===== config.mk =====
export PLATFORM = sky130hd
export DESIGN_NAME = parking_gate_sequencer
export DESIGN_NICKNAME = d
export VERILOG_FILES = /design/src/rtl/parking_gate_sequencer_pkg.sv /design/src/rtl/loop_debounce.sv /design/src/rtl/parking_gate_sequencer.sv
export SDC_FILE = /design/constraint.sdc
export NUM_CORES = 1
export LEC_CHECK = 0
export BUFFER_PORTS_ARGS = -buffer_cell sky130_fd_sc_hd__buf_2
export CAP_MARGIN = 10
export CORE_MARGIN = 2
export CORE_UTILIZATION = 54
export DETAILED_ROUTE_END_ITERATION = 8
export GPL_ROUTABILITY_DRIVEN = 0
export PLACE_DENSITY = 0.72
export SLEW_MARGIN = 10
export SYNTH_ARGS = -nofsm -noshare
export SYNTH_HDL_FRONTEND = slang
export SYNTH_HIERARCHICAL = 1
export SYNTH_SLANG_ARGS = --single-unit

===== constraint.sdc =====
create_clock -name clk -period 1.9 [get_ports clk]
set_input_delay 0.475 -clock clk [delete_from_list [all_inputs] [get_ports clk]]
set_output_delay 0.475 -clock clk [all_outputs]
set_load 0.1 [all_outputs]

===== src/rtl/parking_gate_sequencer_pkg.sv =====
// Shared lane-state encoding, default sizing and the entry capacity rule for the gate sequencer.
package parking_gate_sequencer_pkg;

  typedef logic [1:0] lane_state_t;

  localparam lane_state_t StIdle   = 2'd0;
  localparam lane_state_t StWaitId = 2'd1;
  localparam lane_state_t StOpen   = 2'd2;
  // Entry lane only; the exit lane never refuses a vehicle.
  localparam lane_state_t StReject = 2'd3;

  localparam int unsigned DefDebounceCycles = 4;
  localparam int unsigned DefIdTimeout      = 16;
  localparam int unsigned DefCntW           = 8;

  function automatic logic capacity_ok(input logic cls, input logic uni_free,
                                       input logic vis_free);
    return cls ? uni_free : vis_free;
  endfunction

endpackage


===== src/rtl/loop_debounce.sv =====
// Loop sensor front end: 2-flop synchronizer, consecutive-sample filter and one-cycle
// rise/fall strobes that coincide with the first cycle of the new filtered level.
module loop_debounce #(
  parameter int unsigned DEBOUNCE_CYCLES = 4,
  parameter int unsigned CNT_W           = 8
) (
  input  logic clk,
  input  logic rst_n,
  input  logic i_loop_raw,
  output logic o_rise,
  output logic o_fall
);

  localparam logic [CNT_W-1:0] CntLast = CNT_W'(DEBOUNCE_CYCLES - 1);

  logic             r_sync1;
  logic             r_sync2;
  logic             r_level;
  logic             r_rise;
  logic             r_fall;
  logic [CNT_W-1:0] r_cnt;

  logic w_differ;
  logic w_flip;

  assign w_differ = (r_sync2 != r_level);
  assign w_flip   = w_differ && (r_cnt == CntLast);

  always_ff @(posedge clk or negedge rst_n) begin
    if (!rst_n) begin
      r_sync1 <= 1'b0;
      r_sync2 <= 1'b0;
      r_level <= 1'b0;
      r_rise  <= 1'b0;
      r_fall  <= 1'b0;
      r_cnt   <= '0;
    end else begin
      r_sync1 <= i_loop_raw;
      r_sync2 <= r_sync1;
      // Any sample agreeing with the filtered level restarts the run.
      if (!w_differ || w_flip) begin
        r_cnt <= '0;
      end else begin
        r_cnt <= r_cnt + 1'b1;
      end
      if (w_flip) begin
        r_level <= ~r_level;
      end
      r_rise <= w_flip && !r_level;
      r_fall <= w_flip && r_level;
    end
  end

  assign o_rise = r_rise;
  assign o_fall = r_fall;

endmodule


===== src/rtl/parking_gate_sequencer.sv =====
// Entry/exit lane sequencer: pairs each debounced vehicle with a badge class, drives the
// barriers and emits one registered car_entered / car_exited pulse per passing vehicle.
module parking_gate_sequencer
  import parking_gate_sequencer_pkg::*;
#(
  parameter int unsigned DEBOUNCE_CYCLES = DefDebounceCycles,
  parameter int unsigned ID_TIMEOUT      = DefIdTimeout,
  parameter int unsigned CNT_W           = DefCntW
) (
  input  logic clk,
  input  logic rst_n,
  input  logic entry_loop_raw,
  input  logic entry_id_valid,
  input  logic entry_id_uni,
  input  logic exit_loop_raw,
  input  logic exit_id_valid,
  input  logic exit_id_uni,
  input  logic uni_is_vacated_space,
  input  logic is_vacated_space,
  output logic car_entered,
  output logic is_uni_car_entered,
  output logic car_exited,
  output logic is_uni_car_exited,
  output logic entry_barrier_open,
  output logic exit_barrier_open,
  output logic entry_full_lamp
);

  localparam logic [CNT_W-1:0] TimerLast = CNT_W'(ID_TIMEOUT - 1);

  logic w_en_rise;
  logic w_en_fall;
  logic w_ex_rise;
  logic w_ex_fall;

  loop_debounce #(
    .DEBOUNCE_CYCLES(DEBOUNCE_CYCLES),
    .CNT_W          (CNT_W)
  ) u_entry_loop (
    .clk       (clk),
    .rst_n     (rst_n),
    .i_loop_raw(entry_loop_raw),
    .o_rise    (w_en_rise),
    .o_fall    (w_en_fall)
  );

  loop_debounce #(
    .DEBOUNCE_CYCLES(DEBOUNCE_CYCLES),
    .CNT_W          (CNT_W)
  ) u_exit_loop (
    .clk       (clk),
    .rst_n     (rst_n),
    .i_loop_raw(exit_loop_raw),
    .o_rise    (w_ex_rise),
    .o_fall    (w_ex_fall)
  );

  // ---------------------------------------------------------------- entry lane
  lane_state_t      r_en_state;
  lane_state_t      w_en_state_nxt;
  logic [CNT_W-1:0] r_en_timer;
  logic [CNT_W-1:0] w_en_timer_nxt;
  logic             r_en_cls;
  logic             w_en_cls_nxt;
  logic             w_en_pulse;

  always_comb begin
    w_en_state_nxt = r_en_state;
    w_en_timer_nxt = r_en_timer;
    w_en_cls_nxt   = r_en_cls;
    w_en_pulse     = 1'b0;
    unique case (r_en_state)
      StIdle: begin
        if (w_en_rise) begin
          w_en_state_nxt = StWaitId;
          w_en_timer_nxt = '0;
          w_en_cls_nxt   = 1'b0;
        end
      end
      StWaitId: begin
        if (w_en_fall) begin
          w_en_state_nxt = StIdle;
        end else if (entry_id_valid) begin
          w_en_cls_nxt   = entry_id_uni;
          w_en_state_nxt = capacity_ok(entry_id_uni, uni_is_vacated_space, is_vacated_space)
                           ? StOpen : StReject;
        end else if (r_en_timer == TimerLast) begin
          w_en_cls_nxt   = 1'b0;
          w_en_state_nxt = capacity_ok(1'b0, uni_is_vacated_space, is_vacated_space)
                           ? StOpen : StReject;
        end else begin
          w_en_timer_nxt = r_en_timer + 1'b1;
        end
      end
      StOpen: begin
        if (w_en_fall) begin
          w_en_pulse     = 1'b1;
          w_en_state_nxt = StIdle;
        end
      end
      StReject: begin
        if (w_en_fall) begin
          w_en_state_nxt = StIdle;
        end
      end
      default: w_en_state_nxt = StIdle;
    endcase
  end

  logic r_car_entered;
  logic r_is_uni_entered;
  logic r_entry_barrier;
  logic r_entry_lamp;

  always_ff @(posedge clk or negedge rst_n) begin
    if (!rst_n) begin
      r_en_state       <= StIdle;
      r_en_timer       <= '0;
      r_en_cls         <= 1'b0;
      r_car_entered    <= 1'b0;
      r_is_uni_entered <= 1'b0;
      r_entry_barrier  <= 1'b0;
      r_entry_lamp     <= 1'b0;
    end else begin
      r_en_state       <= w_en_state_nxt;
      r_en_timer       <= w_en_timer_nxt;
      r_en_cls         <= w_en_cls_nxt;
      r_car_entered    <= w_en_pulse;
      r_is_uni_entered <= w_en_pulse & r_en_cls;
      r_entry_barrier  <= (w_en_state_nxt == StOpen);
      r_entry_lamp     <= (w_en_state_nxt == StReject);
    end
  end

  // ----------------------------------------------------------------- exit lane
  lane_state_t      r_ex_state;
  lane_state_t      w_ex_state_nxt;
  logic [CNT_W-1:0] r_ex_timer;
  logic [CNT_W-1:0] w_ex_timer_nxt;
  logic             r_ex_cls;
  logic             w_ex_cls_nxt;
  logic             w_ex_pulse;

  always_comb begin
    w_ex_state_nxt = r_ex_state;
    w_ex_timer_nxt = r_ex_timer;
    w_ex_cls_nxt   = r_ex_cls;
    w_ex_pulse     = 1'b0;
    unique case (r_ex_state)
      StIdle: begin
        if (w_ex_rise) begin
          w_ex_state_nxt = StWaitId;
          w_ex_timer_nxt = '0;
          w_ex_cls_nxt   = 1'b0;
        end
      end
      StWaitId: begin
        if (w_ex_fall) begin
          w_ex_state_nxt = StIdle;
        end else if (exit_id_valid) begin
          w_ex_cls_nxt   = exit_id_uni;
          w_ex_state_nxt = StOpen;
        end else if (r_ex_timer == TimerLast) begin
          w_ex_cls_nxt   = 1'b0;
          w_ex_state_nxt = StOpen;
        end else begin
          w_ex_timer_nxt = r_ex_timer + 1'b1;
        end
      end
      StOpen: begin
        if (w_ex_fall) begin
          w_ex_pulse     = 1'b1;
          w_ex_state_nxt = StIdle;
        end
      end
      default: w_ex_state_nxt = StIdle;
    endcase
  end

  logic r_car_exited;
  logic r_is_uni_exited;
  logic r_exit_barrier;

  always_ff @(posedge clk or negedge rst_n) begin
    if (!rst_n) begin
      r_ex_state      <= StIdle;
      r_ex_timer      <= '0;
      r_ex_cls        <= 1'b0;
      r_car_exited    <= 1'b0;
      r_is_uni_exited <= 1'b0;
      r_exit_barrier  <= 1'b0;
    end else begin
      r_ex_state      <= w_ex_state_nxt;
      r_ex_timer      <= w_ex_timer_nxt;
      r_ex_cls        <= w_ex_cls_nxt;
      r_car_exited    <= w_ex_pulse;
      r_is_uni_exited <= w_ex_pulse & r_ex_cls;
      r_exit_barrier  <= (w_ex_state_nxt == StOpen);
    end
  end

  assign car_entered        = r_car_entered;
  assign is_uni_car_entered = r_is_uni_entered;
  assign entry_barrier_open = r_entry_barrier;
  assign entry_full_lamp    = r_entry_lamp;
  assign car_exited         = r_car_exited;
  assign is_uni_car_exited  = r_is_uni_exited;
  assign exit_barrier_open  = r_exit_barrier;

endmodule


==> run metrics, run 1 <==
Worst EP arrival=2.04 ns; internal power=2.15 mW; initial antenna violation count=0; CP Launch Type=flip-flop; register bit count reported by yosys=55; Core Area=4440 um^2; combinational share of power=0.274; WP buf/inv=0; Max Root-Sink Buffers=2; RSZ-0062 raised after global routing=false; clock skew=0.00881 ns; Num CTS Buffers=5; Post-Syn Area=2550 um^2; cts repair resizes=0; CP max FO=4; maxcap violations=0; final wirelength=4.34 mm; fin. max-slew vios=0; most used routing layer=met2; Final Hold Violating Endpoints=0; DR vias=1,831; Iter 0 DRT Violations=107; M2 GR Usage=0.308; Post-CTS Setup Bufs=0; part of the power in registers=0.487; slowest stage delay, CP=0.55 ns; cells along the critical path=or4_4 -> or4_4 -> mux2_4; GRT overflow=0; Max H-tree Level=2; commonest non-fill, non-tap cell in the layout=dfrtp_1; Sw Pwr=1.17 mW; Avg WL per Cell=13.5 um; CTS tree=done; status=completed; Crit Path Class=flip-flop to flip-flop; clk sinks=55; CTS clk-pin slew, worst paths=0.10 ns; pwr/cell area=1150 nW/um^2; IO Pins=17; sequential element share of the synthesized area=0.540; share of cells above drive strength 1=0.190; Clk pwr share=0.239; Synth warnings=6; unique cell type count in the Yosys netlist=43; row count=24; Gate Count Post-Synth=237; Hold-fix buffers, CTS=0; Total Power=3.32 mW; Starting Density=0.573; vias in the first global route=1,795; Worst Hold Class=input port to async pin; Main synth FF type=dfrtp_1; Achievable Freq=0.547 GHz; height of the die=72.7 um; setup TNS=0 ns; Routed Antenna Nets=0; Top delay family on crit path=simple AND/OR/NAND/NOR gates; CP dominant cell by count=or4_4; later-pin clock latency in the skew report=0.31 ns; nets@finish=282; Fillers=363; global-route usage over all layers=0.188; final setup violation count=0; commonest cells after routing, fill and taps aside=dfrtp_1 (55), nor2_1 (18), nand3_1 (18), buf_2 (16), nand2_1 (14); final HPWL from detailed placement=3.03 mm; Leakage=1.30 nW; clock root buffer=clkbuf_8; minimum clock period=1.83 ns; crit share post-route=0.962; Slew @ Worst Pin=0.490 ns; peak supply drop=0.682 mV; largest net degree at the start of global routing=56; PortBufs=16; EDFF count, synth=0; asr flop ratio synth=1.00; vias per cell=5.70; Setup crit end kind=flip-flop; die area=5290 um^2; Max-slew headroom=0.676; syn_nets=251; DRC=0; Avg Cell Area, Syn=10.8 um^2; first-pass GRT wire length=7.71 mm; P&R area growth vs syn=13.1%; Antenna diodes=0; switch share=0.352; Critical Path RT=2.11 ns; Die W=72.7 um; slowest CP cell=or4_4; met1 Usage GRT=0.241; DRT Pass-1 Iters=4; grt met3 use=0.0497
[kinds of logic (layout without fill, tap and decap cells)]
family,after synthesis,count (layout),share of synthesized area
buf+inv,9,41,0.0162
fa+ha+maj,4,4,0.0196
mux,7,7,0.0319
xor+xnor,11,11,0.0378
flops,55,55,0.540
compound gates,44,44,0.114
simple gates,107,107,0.240
[power by group through the flow]
stage / Clock, mW / Combinational [mW] / Sequential [mW]
floorplan: 0 / 0.521 / 1.75
CTS: 0.828 / 0.922 / 1.61
detailed placement: 0 / 0.918 / 1.63
global placement: 0 / 0.906 / 1.63
global route: 0.856 / 1.01 / 1.66
finish: 0.792 / 0.908 / 1.62
[layout make-up]
class | count | area (um^2) | share of cell area
clock inverter | 3 | 46.3 | 0.0161
timing repair buffer | 26 | 168 | 0.0582
inverter | 7 | 26.3 | 0.00912
tap | 52 | 65.1 | 0.0226
multi-input combinational | 173 | 1130 | 0.393
clock buffer | 5 | 68.8 | 0.0239
sequential | 55 | 1380 | 0.478
[state kept, by name (all words and copies together) (netlist names), 2 cells and up]
signal / count
r_en_timer: 8
r_ex_timer: 8
u_entry_loop/r_cnt: 8
u_exit_loop/r_cnt: 8
r_en_state: 2
r_ex_state: 2
[metal layers]
metal  share of wire  up-vias
met3           0.033        5
met1            0.50      868
li1                -      932
met2            0.45       26
met5               0        -
met4           0.016        0
[cells in the mapped netlist, drive strengths merged, types with 2 or more instances]
| library cell | number | area (um^2) |
|---|---|---|
| nand2 | 14 | 52.6 |
| nor4 | 4 | 25.0 |
| nor2 | 18 | 67.6 |
| or3 | 7 | 43.8 |
| nand4 | 5 | 31.3 |
| nand3 | 18 | 90.1 |
| xor2 | 7 | 61.3 |
| ha | 4 | 50.1 |
| dfrtp | 55 | 1380 |
| xnor2 | 4 | 35.0 |
| and3 | 4 | 27.5 |
| nor4b | 2 | 17.5 |
| o22ai | 2 | 12.5 |
| o31ai | 5 | 37.5 |
| inv | 7 | 26.3 |
| o21ai | 12 | 60.1 |
| nor3b | 6 | 45.0 |
| a21o | 3 | 22.5 |
| o211ai | 2 | 15.0 |
| or4 | 6 | 60.1 |
| o311ai | 2 | 17.5 |
| mux2 | 3 | 41.3 |
| or2 | 3 | 18.8 |
| a21oi | 12 | 60.1 |
| nor3 | 4 | 20.0 |
| mux2i | 4 | 40.0 |
| o41ai | 2 | 32.5 |
| and2 | 9 | 57.6 |
| nand2b | 3 | 18.8 |
[stage by stage]
stage | hold WS [ns] | setup slack [ns] | util | area (um^2) | instances
6_report | 0.131 | 0.0718 | 0.648 | 2880 | 321
5_1_grt | 0.153 | 0.0227 | 0.648 | 2880 | 321
4_1_cts | 0.140 | 0.0636 | 0.648 | 2880 | 321
3_5_place_dp | 0.339 | 0.0793 | 0.622 | 2770 | 313
3_3_place_gp | 0.335 | 0.110 | 0.622 | 2770 | 313
2_1_floorplan | 0.179 | 0.0955 | - | 2550 | 237
[path summary, 6_finish.rpt]
| check | from | end | slack, ns | cells past startpoint |
|---|---|---|---|---|
| worst max-delay path | u_exit_loop/r_cnt[6] | u_exit_loop/r_level | 0.07 | 3 |
| worst min-delay path | rst_n | r_ex_timer[3] | 0.13 | 2 |
| worst max register to register | u_exit_loop/r_cnt[6] | u_exit_loop/r_level | 0.07 | 3 |
| worst min register to register | u_exit_loop/r_sync1 | u_exit_loop/r_sync2 | 0.36 | 0 |
| max in group asynchronous | rst_n | u_entry_loop/r_cnt[3] | 1.53 | 2 |
| min in group clk | exit_loop_raw | u_exit_loop/r_sync1 | 0.26 | 1 |
[worst reg2reg max path: stages, from the launching register on]
cell     delay, ns
dfrtp_1       0.42
or4_4         0.55
or4_4         0.46
mux2_4        0.31
(Power assumes the default switching activity.)
==> inputs of run 2 (changes only) <==
--- a/config.mk
+++ b/config.mk
@@ -7,11 +7,13 @@
 export LEC_CHECK = 0
 export BUFFER_PORTS_ARGS = -buffer_cell sky130_fd_sc_hd__buf_2
 export CAP_MARGIN = 10
+export CELL_PAD_IN_SITES_DETAIL_PLACEMENT = 2
+export CELL_PAD_IN_SITES_GLOBAL_PLACEMENT = 2
 export CORE_MARGIN = 2
-export CORE_UTILIZATION = 54
+export CORE_UTILIZATION = 36
 export DETAILED_ROUTE_END_ITERATION = 8
 export GPL_ROUTABILITY_DRIVEN = 0
-export PLACE_DENSITY = 0.72
+export PLACE_DENSITY_LB_ADDON = 0.1
 export SLEW_MARGIN = 10
 export SYNTH_ARGS = -nofsm -noshare
 export SYNTH_HDL_FRONTEND = slang
==> run 2 against run 1 <==
Sequential cell count is the same. Highest routed layer unchanged. Via count up 3.4%. Total power down 2.5%. Critical path type unchanged. Clock power down 18%. Sequential power about the same.
==> run metrics, run 2 (synthesis gave the netlist of run 1 again) <==
GRT overflow=0 (unchanged); DRC=0 (unchanged); Register Area=1380 um^2 (unchanged); DR vias=1,894 (+3.4%); status=completed; RSZ-0062 raised after global routing=false; CTS clk-pin slew, worst paths=0.10 ns (about the same); Achievable Freq=0.544 GHz (-0.57%); final instance area=2930 um^2 (+1.8%); CP dominant cell by count=or4_4; multi-input gate area in the final layout=1130 um^2 (+0.11%); Worst Hold Class=input port to async pin; Inst Count DP=360 (+15%); clock skew=0.0111 ns (+0.00233 ns); maxcap violations=0 (unchanged); slowest stage delay, CP=0.55 ns (about the same); Max H-tree Level=2 (unchanged); die area=7770 um^2 (+47%); Max Root-Sink Buffers=2 (unchanged); Worst EP arrival=2.04 ns (about the same); final wirelength=5.72 mm (+32%); later-pin clock latency in the skew report=0.31 ns (about the same); Avg WL per Cell=15.6 um (+15%); first-pass GRT wire length=10.1 mm (+31%); crit share post-route=0.968 (+0.00548); slowest CP cell=or4_4; Critical Path RT=2.10 ns (about the same); clock root buffer=clkbuf_8; CTS tree=done; peak supply drop=0.438 mV (-36%); height of the die=88.1 um (+21%); Crit Path Class=flip-flop to flip-flop; commonest cells after routing, fill and taps aside=dfrtp_1 (55), nor2_1 (18), nand3_1 (18), buf_2 (16), nand2_1 (14); Setup crit end kind=flip-flop; share of cells above drive strength 1=0.202 (+0.0126); wire length on met3=106 um (-25%); Starting Density=0.373 (-0.200); Post-CTS Setup Bufs=0 (unchanged); WP buf/inv=0 (unchanged); IO Pins=17 (unchanged); Die W=88.1 um (+21%); cells along the critical path=or4_4 -> or4_4 -> mux2_4; global-route usage over all layers=0.168 (-0.0195); pwr/cell area=1100 nW/um^2 (-4.3%); final setup violation count=0 (unchanged); Routed Antenna Nets=0 (unchanged); Max-slew headroom=0.675 (-0.000727); Highest Signal Layer=met4; initial antenna violation count=0 (unchanged); Metal-1 WL=2.69 mm (+23%); row count=30 (+25%); final HPWL from detailed placement=4.23 mm (+40%); DR WL met2=2.90 mm (+49%); flop-to-flop setup slack=0.06 ns (about the same); minimum clock period=1.84 ns (+0.0104 ns); P&R area growth vs syn=15.1%; setup TNS=0 ns (unchanged); Final Hold Violating Endpoints=0 (unchanged); PortBufs=16 (unchanged); Fillers=754 (+110%); clk sinks=55 (unchanged); CP Launch Type=flip-flop; Slew @ Worst Pin=0.491 ns (+0.00110 ns); fin. max-slew vios=0 (unchanged); Iter 0 DRT Violations=74 (-31%); Core Area=6830 um^2 (+54%); Top delay family on crit path=simple AND/OR/NAND/NOR gates; Non-Filler Instances=368 (+15%); DRT Pass-1 Iters=6 (+2); CP max FO=4 (unchanged); Num CTS Buffers=5 (unchanged); commonest non-fill, non-tap cell in the layout=dfrtp_1; vias in the first global route=2,036 (+13%); Post-DP Area=2840 um^2 (+2.8%); Antenna diodes=0 (unchanged); Leakage=1.30 nW (-0.12%); largest net degree at the start of global routing=56 (unchanged); vias per cell=5.15 (-9.8%); nets@finish=285 (+1.1%)
run 2: area by class of cell:
type	instances	share of cell area
well taps	96	0.0409
inverters	7	0.00896
repair buffers	29	0.0648
flip-flops and latches	55	0.469
multi-input cells	173	0.386
clock buffers	5	0.0235
clock inverters	3	0.00682
run 2: timing repair:
item,in CTS,in global routing
hold buffers,0,0
setup endpoints to repair,0,5
resized for setup,0,1
run 2: through the flow:
step	setup slack [ns]	total power, mW	hold slack, ns	utilization
after floorplan	0.0955	2.27	0.179	-
after global placement	0.104	2.59	0.336	0.416
after detailed placement	0.0729	2.63	0.337	0.416
after CTS	0.0527	3.30	0.153	0.429
after global routing	0.00301	3.50	0.141	0.429
final	0.0614	3.23	0.146	0.429
run 2: power breakdown:
part / switching, mW / leakage (nW) / internal (mW)
sequential: 0.246 / 0.715 / 1.38
clock: 0.389 / 0.0402 / 0.258
combinational: 0.579 / 0.543 / 0.379
total: 1.22 / 1.30 / 2.02
run 2: routing by layer:
layer  global-route usage  vias up
met5                    0        -
met4               0.0413        0
met3               0.0377        2
met2                0.275       14
met1                0.229      948
li1                     -      930
run 2: final timing paths:
path / cells past startpoint / end / start
worst max-delay path: 3 / u_exit_loop/r_level / u_exit_loop/r_cnt[6]
worst min-delay path: 2 / r_ex_state[1] / rst_n
worst max register to register: 3 / u_exit_loop/r_level / u_exit_loop/r_cnt[6]
worst min register to register: 0 / u_exit_loop/r_sync2 / u_exit_loop/r_sync1
max in group asynchronous: 2 / u_entry_loop/r_cnt[7] / rst_n
min in group clk: 1 / u_entry_loop/r_sync1 / entry_loop_raw
==> inputs of run 3 (changes only) <==
--- a/config.mk
+++ b/config.mk
@@ -13,7 +13,7 @@
 export CORE_UTILIZATION = 36
 export DETAILED_ROUTE_END_ITERATION = 8
 export GPL_ROUTABILITY_DRIVEN = 0
-export PLACE_DENSITY_LB_ADDON = 0.1
+export PLACE_DENSITY_LB_ADDON = 0.3
 export SLEW_MARGIN = 10
 export SYNTH_ARGS = -nofsm -noshare
 export SYNTH_HDL_FRONTEND = slang
==> run 3 against run 2 <==
Total power grew 2.2%. Critical path depth stayed put. Maximum frequency fell by 1.2%. Routed wire length is 2.8% higher. Sequential power about the same. Global-route usage up 0.089 points. Worst hold slack improved by 0.0010 ns. Clock power increased by 1%. First-iteration DRC count is 20% lower. Utilization is 0.31 points higher. Critical path type unchanged. Largest cell class unchanged. Highest routed layer unchanged.
==> run metrics, run 3 (synthesis gave the netlist of run 1 again) <==
status=completed; clock skew=0.00771 ns (-0.00343 ns); setup TNS=0 ns (unchanged); peak supply drop=0.408 mV (-6.7%); clk sinks=55 (unchanged); DRC=0 (unchanged); FF-to-FF Start=u_entry_loop/r_cnt[6]; maxcap violations=0 (unchanged); commonest non-fill, non-tap cell in the layout=dfrtp_1; final wirelength=5.88 mm (+2.8%); first-pass GRT wire length=10.2 mm (+1.2%); CP max FO=4 (unchanged); PortBufs=16 (unchanged); Critical Path RT=2.10 ns (about the same); Avg WL per Cell=15.9 um (+2.2%); clock root buffer=clkbuf_8; Max-slew headroom=0.677 (+0.00205); CTS tree=done; Iter 0 DRT Violations=59 (-20%); P&R area growth vs syn=16.0%; GRT overflow=0 (unchanged); vias in the first global route=2,123 (+4.3%); R2R cell count=3 (unchanged); Hold-fix buffers, CTS=0 (unchanged); pwr/cell area=1120 nW/um^2 (+1.5%); Max H-tree Level=2 (unchanged); final setup violation count=0 (unchanged); fin. max-slew vios=0 (unchanged); Slew @ Worst Pin=0.488 ns (-0.00310 ns); IO Pins=17 (unchanged); final HPWL from detailed placement=4.30 mm (+1.5%); Num CTS Buffers=5 (unchanged); Fillers=759 (+0.66%); DR vias=1,968 (+3.9%); Achievable Freq=0.538 GHz (-1.2%); global-route usage over all layers=0.169 (+0.000887); Leakage=1.32 nW (+1.4%); Crit Path Class=flip-flop to flip-flop; die area=7770 um^2 (unchanged); commonest cells after routing, fill and taps aside=dfrtp_1 (55), nor2_1 (18), nand3_1 (18), buf_2 (16); Final WS setup=0.0400 ns (-0.0214 ns); crit share post-route=0.979 (+0.0113); nets@finish=287 (+0.70%); Worst Hold Class=input port to async pin; vias per cell=5.32 (+3.3%); Routed Antenna Nets=0 (unchanged); row count=30 (unchanged); initial antenna violation count=0 (unchanged); height of the die=88.1 um (unchanged); Setup crit end kind=flip-flop; RR Endpoint=u_entry_loop/r_level; DRT Pass-1 Iters=4 (-2); flop-to-flop setup slack=0.04 ns (-0.02 ns); Core Area=6830 um^2 (unchanged); Die W=88.1 um (unchanged); Worst EP arrival=2.06 ns (+0.02 ns); CP Launch Type=flip-flop; Antenna diodes=0 (unchanged); Max Root-Sink Buffers=2 (unchanged); largest net degree at the start of global routing=56 (unchanged); Starting Density=0.373 (unchanged); later-pin clock latency in the skew report=0.31 ns (about the same); Final Hold Violating Endpoints=0 (unchanged); share of cells above drive strength 1=0.212 (+0.00947); minimum clock period=1.86 ns (+0.0214 ns); dpl ws=0.0541 ns (-0.0189 ns); CTS clk-pin slew, worst paths=0.10 ns (about the same)
[run 3: cell count changes in the layout (fill, tap and decap cells not counted), sizes merged]
| cell | before | now |
|---|---|---|
| buf | 29 | 31 |
| clkinvlp | 2 | 0 |
| clkinv | 1 | 2 |
| inv | 7 | 8 |
[run 3: metrics by stage]
step           hold WS (ns)  power (mW)  utilization  instance area [um^2]  instances
4_1_cts               0.151        3.35        0.430                  2940        369
6_report              0.147        3.31        0.433                  2960        370
3_5_place_dp          0.338        2.68        0.417                  2850        361
2_1_floorplan         0.179        2.27            -                  2550        237
3_3_place_gp          0.334        2.62        0.417                  2850        361
5_1_grt               0.161        3.55        0.433                  2960        370
[run 3: how the worst max path moves through the flow]
stage	start	end	slack, ns	depth (start not counted)
global placement	u_exit_loop/r_cnt[6]	u_exit_loop/r_level	0.11	3
CTS	r_en_timer[0]	r_en_timer[7]	0.02	5
global route	r_en_timer[0]	r_en_timer[7]	-0.02	5
detailed placement	u_exit_loop/r_cnt[6]	u_exit_loop/r_level	0.05	3
floorplan	u_entry_loop/r_cnt[2]	u_entry_loop/r_level	0.1	3
finish	u_entry_loop/r_cnt[6]	u_entry_loop/r_level	0.04	3
[run 3: worst max-delay path: stages, from the launching register on]
cell and delay (ns):
dfrtp_1 0.42, or4_4 0.56, or4_4 0.46, mux2_4 0.31
[run 3: final cells by class]
cell class / instances / area [um^2] / share of cell area
flip-flops and latches: 55 / 1380 / 0.466
multi-input cells: 173 / 1140 / 0.386
repair buffers: 31 / 205 / 0.0694
well taps: 96 / 120 / 0.0406
clock buffers: 5 / 68.8 / 0.0233
inverters: 7 / 26.3 / 0.00889
clock inverters: 3 / 18.8 / 0.00635
[run 3: report_power, final]
group | internal [mW] | leakage [nW] | switching [mW]
clock | 0.261 | 0.0483 | 0.395
combinational | 0.422 | 0.553 | 0.613
sequential | 1.38 | 0.715 | 0.233
total | 2.07 | 1.32 | 1.24
[run 3: repair_timing]
action	in CTS	in global routing
cloned	0	0
resized for setup	1	2
buffers inserted	0	1
endpoints found under the setup margin	1	5
[run 3: metal layers]
layer	GRT usage	vias to the layer above	wire length, um
li1	-	936	-
met1	0.217	1011	2730
met2	0.295	16	2980
met3	0.0311	5	111
met4	0.0455	0	67
met5	0	-	0
